`src/rtl/itch5_msg_tx.sv`:
```
// ITCH 5.0 message serializer: takes one whole message in parallel and emits
// it as 64-bit MoldUDP64 payload beats with start/last/keep framing.
module itch5_msg_tx #(
   parameter int AXI_DATA_W = 64,
   parameter int AXI_KEEP_W = AXI_DATA_W/8,
   parameter int LEN        = 8,
   parameter int MSG_MAX_B  = 50,
   parameter int CNT_MAX    = 7,
   parameter int MAX_W      = CNT_MAX*AXI_DATA_W,
   parameter int LEN_W      = 6
)(
   input  logic                  clk,
   input  logic                  nreset,
   input  logic                  msg_v_i,
   output logic                  msg_ready_o,
   input  logic [MAX_W-1:0]      msg_data_i,
   input  logic [LEN_W-1:0]      msg_len_i,
   output logic                  mold_v_o,
   input  logic                  mold_ready_i,
   output logic                  mold_start_o,
   output logic                  mold_last_o,
   output logic [AXI_DATA_W-1:0] mold_data_o,
   output logic [AXI_KEEP_W-1:0] mold_keep_o,
   output logic                  err_o
);
   localparam int CNT_W = $clog2(CNT_MAX+1);
   localparam int KSH_W = $clog2(AXI_KEEP_W);

   typedef enum logic {IDLE = 1'b0, SEND = 1'b1} state_t;

   typedef struct packed {
      logic [CNT_W-1:0]      nbeats;
      logic [AXI_KEEP_W-1:0] last_keep;
   } msg_desc_t;

   state_t                                state, state_nxt;
   logic [CNT_MAX-1:0][AXI_DATA_W-1:0]    msg_buf;
   msg_desc_t                             desc, desc_in;
   logic [CNT_W-1:0]                      cnt;
   logic                                  err_q;
   logic                                  accept, beat_xfer, len_ok, is_last;
   logic [LEN_W:0]                        len_rnd;
   logic [KSH_W-1:0]                      tail;
   logic [AXI_DATA_W-1:0]                 beat;

   // Length decode for the incoming message
   assign len_rnd = {1'b0, msg_len_i} + (LEN_W+1)'(AXI_KEEP_W-1);
   assign tail    = msg_len_i[KSH_W-1:0];
   assign len_ok  = (msg_len_i != '0) && (msg_len_i <= LEN_W'(MSG_MAX_B));
   assign desc_in.nbeats    = len_rnd[KSH_W +: CNT_W];
   assign desc_in.last_keep = (tail == '0) ? '1 : ~({AXI_KEEP_W{1'b1}} << tail);

   assign is_last     = (state == SEND) && (cnt == desc.nbeats - CNT_W'(1));
   assign msg_ready_o = ~nreset & ((state == IDLE) | (is_last & mold_ready_i));
   assign accept      = msg_v_i & msg_ready_o;
   assign beat_xfer   = mold_v_o & mold_ready_i;

   always_ff @(posedge clk) begin
      if (nreset) begin
         state <= IDLE;
         cnt   <= '0;
         err_q <= 1'b0;
         desc  <= '0;
      end else begin
         state <= state_nxt;
         err_q <= accept & ~len_ok;
         if (accept) begin
            msg_buf <= msg_data_i;
            desc    <= desc_in;
            cnt     <= '0;
         end else if (beat_xfer && !is_last) begin
            cnt <= cnt + CNT_W'(1);
         end
      end
   end

   // A last beat paired with a fresh legal accept keeps us in SEND: no gap
   always_comb begin
      state_nxt = state;
      case (state)
         IDLE: if (accept && len_ok) state_nxt = SEND;
         SEND: if (beat_xfer && is_last) state_nxt = (accept && len_ok) ? SEND : IDLE;
         default: state_nxt = IDLE;
      endcase
   end

   assign beat         = msg_buf[cnt];
   assign mold_v_o     = (state == SEND);
   assign mold_start_o = (state == SEND) && (cnt == '0);
   assign mold_last_o  = is_last;
   assign mold_keep_o  = (state != SEND) ? '0 : (is_last ? desc.last_keep : '1);
   assign err_o        = err_q;

   // Bytes beyond the message length never leave the block
   for (genvar b = 0; b < AXI_KEEP_W; b++) begin : g_lane
      assign mold_data_o[b*LEN +: LEN] = mold_keep_o[b] ? beat[b*LEN +: LEN] : '0;
   end

endmodule
```
`config.mk`:
```
export PLATFORM = sky130hd
export DESIGN_NAME = itch5_msg_tx
export DESIGN_NICKNAME = d
export VERILOG_FILES = /design/src/rtl/itch5_msg_tx.sv
export SDC_FILE = /design/constraint.sdc
export NUM_CORES = 1
export LEC_CHECK = 0
export BUFFER_PORTS_ARGS = -buffer_cell sky130_fd_sc_hd__buf_2
export CAP_MARGIN = 30
export CORE_AREA = 2 2 206 208
export DETAILED_ROUTE_END_ITERATION = 8
export DIE_AREA = 0 0 208 210
export PLACE_DENSITY = 0.69
export SYNTH_ARGS = -nofsm -noshare
export SYNTH_HDL_FRONTEND = slang
export SYNTH_SLANG_ARGS = --single-unit
```
`constraint.sdc`:
```
create_clock -name clk -period 14.5 [get_ports clk]
set_clock_uncertainty 0.1 [all_clocks]
set_input_delay 4.35 -clock clk [delete_from_list [all_inputs] [get_ports clk]]
set_output_delay 4.35 -clock clk [all_outputs]
set_load 0.005 [all_outputs]
```
==> results of run 1 <==
## layout make-up
| type | instances | area [sq um] |
|---|---|---|
| antenna | 18 | 45.0 |
| clock buffer | 62 | 1320 |
| clock inverter | 28 | 209 |
| fill | 3358 | 18600 |
| inverter | 19 | 78.8 |
| multi-input combinational | 465 | 3940 |
| sequential | 464 | 13800 |
| tap | 539 | 674 |
| timing repair buffer | 546 | 2820 |
## through the flow
stage               worst slack [ns]  utilization  hold slack (ns)
floorplan                       4.14            -            0.339
global placement                5.03        0.512            0.356
detailed placement              5.01        0.512            0.365
CTS                             5.01        0.549            0.373
global route                    4.94        0.551            0.404
finish                          5.01        0.551            0.375
## state kept, by name, summed over array words and instances, names as in the netlist
register  cells
msg_buf     448
cnt           3
mold_v_o      1
desc         11
err_o         1
## critical path, stage by stage
cell    delay, ns
buf_2        0.13
inv_1        0.25
and2_1       0.18
buf_2        0.13
## synth_stat cells
cell / number
mux4_2: 64
nand4_1: 1
and3b_1: 1
o31a_1: 1
a21boi_1: 1
or2_2: 1
o21ai_1: 7
ha_1: 5
a41oi_2: 1
a2111oi_0: 1
o22a_1: 1
inv_1: 8
a21oi_1: 70
a211oi_1: 65
nand2_1: 9
a21o_1: 1
a211o_1: 1
inv_2: 11
a31o_1: 4
edfxtp_1: 448
clkbuf_1: 30
dfxtp_1: 16
nor2_1: 135
nor3b_1: 2
and2_1: 1
or3_1: 3
and3_4: 1
xnor2_1: 1
nor3_1: 1
o21ai_2: 8
buf_4: 9
xnor3_1: 1
nor2_4: 1
buf_6: 1
xor2_1: 4
mux2i_1: 65
buf_2: 17
nand3_1: 8
## worst max path at each step
stage,from,end,slack [ns],cells past startpoint
detailed placement,nreset,msg_ready_o,5.01,4
finish,nreset,msg_ready_o,5.01,4
global route,nreset,msg_ready_o,4.94,4
floorplan,nreset,msg_buf[0],4.14,4
CTS,nreset,msg_ready_o,5.01,4
global placement,nreset,msg_ready_o,5.03,4
## cell usage in the layout (no fill, tap or decap), types with 10 or more instances in the layout
cell and n:
dfxtp_1 13, buf_2 534, a21oi_1 70, clkbuf_16 49, diode_2 18, edfxtp_1 448
a211oi_1 65, nor2_1 135, mux4_2 64, inv_2 10, mux2i_1 65
## kinds of logic (layout without fill, tap and decap cells)
kind of cell | count (synthesis) | after routing | share of synthesized area
AOI/OAI and AO/OA | 161 | 161 | 0.0579
xor gates and xnor gates | 6 | 6 | 0.00367
adders and majority gates | 5 | 5 | 0.00346
buffers and inverters | 76 | 655 | 0.0193
DFF | 464 | 464 | 0.763
muxes | 129 | 129 | 0.116
other | 0 | 18 | 0
and+or+nand+nor | 164 | 164 | 0.0371
## power by group
part	switching [uW]	leakage, uW	total, uW	internal [uW]
sequential	20.1	0.00429	1560	1540
combinational	113	0.00349	212	99.2
clock	499	0.000743	1180	679
## routing by layer
layer / GRT usage / part of all wire
met2: 0.346 / 0.51
met1: 0.251 / 0.39
met3: 0.0493 / 0.074
met4: 0.0871 / 0.030
met5: 0 / 0
==> metrics, run 1 <==
Area Overhead vs Synth=26.6%; Worst EP required=10.05 ns; CTS buffer count=48; wire length per cell=21.4 um; CTS tree=yes; Iteration-0 DRC Markers=885; initial core utilization=0.435; synthesized instance count=1005; register bit total from synthesis=464; fmax=105 MHz; Worst Hold Depth=2; Crit Path Category=primary input to primary output; fin cells=2141; Slew Limit Headroom=0.248; Netlist cell types=38; Core ar.=41500 sq um; Routed WL=45.9 mm; Via Count=11159; Final Power=2950 uW; worst reg2reg setup slack=9.98 ns; final instance area=22900 sq um; Final Critical Period=9.49 ns; r2r endpoint=msg_buf[235]; Final Setup Violations=0; sequential fraction of the synthesis area=0.763; fraction of layout cells with a size suffix above 1=0.448; # hold bufs at CTS=0; grt total ovfl=0; synthesis warning total=0; Slew Limit Fails=0; setup TNS=0 ns; Chip Width=208 um; status=completed; Max Cap Viol=0; Max clock buf depth=3; global-route wire length before repair=66.7 mm; Ports=535; Max FO, Critical Path=11; vias in the first global route=11442; Hold Vio Cnt, Final=0; TritonCTS Sinks=464; worst min path class=flop to flop; Clock Latency Late Sink=0.56 ns; worst reg2reg path depth=6; leakage=0.00852 uW; Root Driver=clkbuf_16; Die Span Y=210 um; largest net degree at the start of global routing=210; unrepaired setup endpoints after global routing=false; post-CTS setup buffer count=0; # DRC=0; Hold Path Sink=desc[0]; hold_sp=desc[0]; CP Capture Type=primary output; Yosys top cell area share=0.745; syn_nets=1468; NumNets Final=2007; GRT Total Usage=0.204; Detail Route Antenna Nets=0; Synth area leader=edfxtp_1; post-CTS sizing=0; Area after DPL=21200 sq um; H-tree depth=2; ranking of synthesized cells by area=edfxtp_1 75%, mux4_2 8.0%, mux2i_1 3.6%; Row Count=75; Port Buffers=534; Post-Syn Area=18100 sq um; CP arrival=5.04 ns; vias per cell=5.21; Worst Max-Slew Pin Slew=1.13 ns; syn_area_per_cell=18.0 sq um; Final period util=0.655; startpoint types=primary input; dpl hpwl=32.1 mm; initial antenna violation count=18; Placed Cells=2031; PwrDens=129 nW/um^2; gp weighted congestion=0.825; VDD IR max=111 uV; drt pass-1 iters=5; DIE AREA=43700 sq um; CTS clock-pin slew for the worst setup and hold paths=0.06 ns; reg2reg start=cnt[0]
(Power assumes the default switching activity.)
==> run 2: changes to the inputs <==
- ABC_AREA: not set -> 1
- CORE_AREA: 2 2 206 208 -> 2 2 209 211
- DIE_AREA: 0 0 208 210 -> 0 0 211 213
- PLACE_DENSITY: 0.69 -> 0.68
- clock period: 14.5 -> 9.8 ns (I/O delays scaled with it)
==> metrics, run 2 <==
max reg flops=448 (unchanged); wire length per cell=21.5 um (+0.35%); Routed WL=54.1 mm (+18%); most common cell after layout, fill and taps aside=buf_2; post-CTS sizing=0 (unchanged); crit-path max cell delay=0.68 ns (+0.43 ns); Via Count=13447 (+21%); Slew Limit Headroom=0.178 (-0.0702); Crit Path Category=flop to primary output; Root Driver=clkbuf_16; Post-synth top flop=edfxtp_1; unrepaired setup endpoints after global routing=false; Final Critical Period=6.90 ns; register bit total from synthesis=464 (unchanged); Comb pwr share=0.073 (about the same); sw frac=0.217 (+0.00275); initial antenna violation count=29 (+11); worst min path class=flop to flop; Hold Vio Cnt, Final=0 (unchanged); Die Span Y=213 um (+1.4%); fmax=145 MHz; CP arrival=3.86 ns (-1.18 ns); Area Overhead vs Synth=25.9%; PwrDens=192 nW/um^2 (+48%); Regs by FF count=msg_buf (448), desc (11), cnt (3); fin cells=2514 (+17%); global-route wire length before repair=77.9 mm (+17%); Switch Pwr=961 uW (+52%); largest net degree at the start of global routing=194 (-7.6%); Final Setup Violations=0 (unchanged); drt pass-1 iters=5 (unchanged); CP dominant cell by count=buf_4; ranking of synthesized cells by area=edfxtp_1 73%, nand2_1 6.3%, a21oi_1 3.7%; Detail Route Antenna Nets=0 (unchanged); Max Cap Viol=0 (unchanged); startpoint types=flop; # hold bufs at CTS=0 (unchanged); Slew Limit Fails=0 (unchanged); GRT Total Usage=0.234 (+0.0300); Yosys top cell area share=0.733 (-0.0124); share of power burned in the clock network=0.406 (+0.007); TritonCTS Sinks=464 (unchanged); Port Buffers=534 (unchanged); Chip Width=211 um (+1.4%); H-tree depth=2 (unchanged); DIE AREA=44900 sq um (+2.9%); Row Count=76 (+1.3%); vias in the first global route=13378 (+17%); Synth area leader=edfxtp_1; status=completed; vias per cell=5.35 (+2.6%); Util after Layout=0.541 (-0.00981); Worst Setup Slack, final=2.90 ns (-2.10 ns); dpl hpwl=36.8 mm (+15%); sequential fraction of the synthesis area=0.750 (-0.0127); Final period util=0.704; post-CTS setup buffer count=0 (unchanged); initial core utilization=0.430 (-0.00525); Place WS=3.38 ns (-1.63 ns); most flop-heavy register=msg_buf; internal power=3470 uW (+50%); hold slack=0.355 ns (-0.0201 ns); synth cell count leaders=448 x edfxtp_1, 308 x nand2_1, 135 x a21oi_1; most frequent cells in the layout=534 x buf_2, 448 x edfxtp_1, 307 x nand2_1; fraction of registers with async set/reset=0 (unchanged); VDD IR max=148 uV (+33%); Iteration-0 DRC Markers=1257 (+42%); Placed Cells=2404 (+18%); CTS tree=yes; Critical-path top delay cell=buf_4; Worst Max-Slew Pin Slew=1.23 ns (+0.105 ns); leakage=0.00913 uW (+7.1%); CTS clock-pin slew for the worst setup and hold paths=0.06 ns (about the same); synthesis warning total=0 (unchanged); Clock Latency Late Sink=0.56 ns (about the same); Max clock buf depth=3 (unchanged); gp weighted congestion=0.842 (+2.1%); cell with the most instances after synthesis=edfxtp_1; Ports=535 (unchanged); grt total ovfl=0 (unchanged); Fill cells=3663 (+9.1%); Seq pwr share=0.520 (-0.009); syn_area_per_cell=13.1 sq um (-27%); EDFF count, synth=448 (unchanged); worst-path cell chain=buf_4 -> inv_6 -> nor2_4 -> buf_4 -> nand2_1 -> o211ai_1 -> o21ai_0 -> nor2_1 -> buf_2; fraction of layout cells with a size suffix above 1=0.328 (-0.120); Core ar.=42700 sq um (+2.9%); # DRC=0 (unchanged); Worst EP required=6.76 ns (-3.29 ns); NumNets Final=2372 (+18%); CTS buffer count=48 (unchanged); Post-Syn Area=18400 sq um (+1.7%); Max FO, Critical Path=106 (+95); CP Capture Type=primary output; synthesized instance count=1399 (+39%); syn_nets=1862 (+27%); Netlist cell types=29 (-24%)
run 2: path summary, 6_finish.rpt:
kind / start / to / slack, ns / cells after the start
worst max register to register: cnt[1] / msg_buf[347] / 5.20 / 11
worst max-delay path: cnt[1] / mold_data_o[32] / 2.90 / 9
worst min register to register: desc[0] / desc[0] / 0.36 / 2
worst min-delay path: desc[0] / desc[0] / 0.36 / 2
run 2: layer usage:
layer / GRT usage / vias to the layer above / routed length (um) / part of all wire
met2: 0.393 / 659 / 26500 / 0.49
met1: 0.281 / 6463 / 20600 / 0.38
met5: 0 / - / 120 / 0.0022
met3: 0.0712 / 119 / 5210 / 0.096
li1: - / 6188 / - / -
met4: 0.0940 / 18 / 1720 / 0.032
run 2: critical path, delay by kind of cell, from the launching register on:
family	cells	cell delay [ns]
AOI/OAI and AO/OA	2	0.23
buffers and inverters	4	1.65
DFF	1	0.33
and+or+nand+nor	3	0.90
run 2: final cells by class:
class,instances,area (sq um),share of cell area
Clock buffer,61,1290,0.0559
Clock inverter,27,256,0.0111
Antenna cell,21,52.6,0.00227
Multi-Input combinational cell,807,4060,0.176
Inverter,40,164,0.00709
Timing Repair Buffer,548,2820,0.122
Tap cell,546,683,0.0296
Sequential cell,464,13800,0.596
run 2: kinds of logic after synthesis:
| kind of cell | after synthesis | share of synthesized area |
|---|---|---|
| AO/OA/AOI/OAI | 367 | 0.124 |
| XOR/XNOR | 3 | 0.00143 |
| adder cells (fa/ha/maj) | 5 | 0.00341 |
| buffers and inverters | 128 | 0.0298 |
| flip-flops | 464 | 0.750 |
| AND/OR/NAND/NOR | 432 | 0.0916 |
run 2: power by group through the flow:
stage | clock network, uW | logic, uW | registers (uW)
after detailed placement | 0 | 326 | 2350
final | 1800 | 325 | 2300
after floorplan | 0 | 151 | 2360
after CTS | 1830 | 327 | 2300
after global routing | 1920 | 359 | 2310
after global placement | 0 | 317 | 2340
run 2: metrics by stage:
step | TNS [ns] | total power (uW) | instance area [sq um]
finish | 0 | 4430 | 23100
global route | 0 | 4590 | 23100
CTS | 0 | 4460 | 23000
detailed placement | 0 | 2670 | 21500
global placement | 0 | 2660 | 21500
floorplan | -256.51 | 2510 | 18400
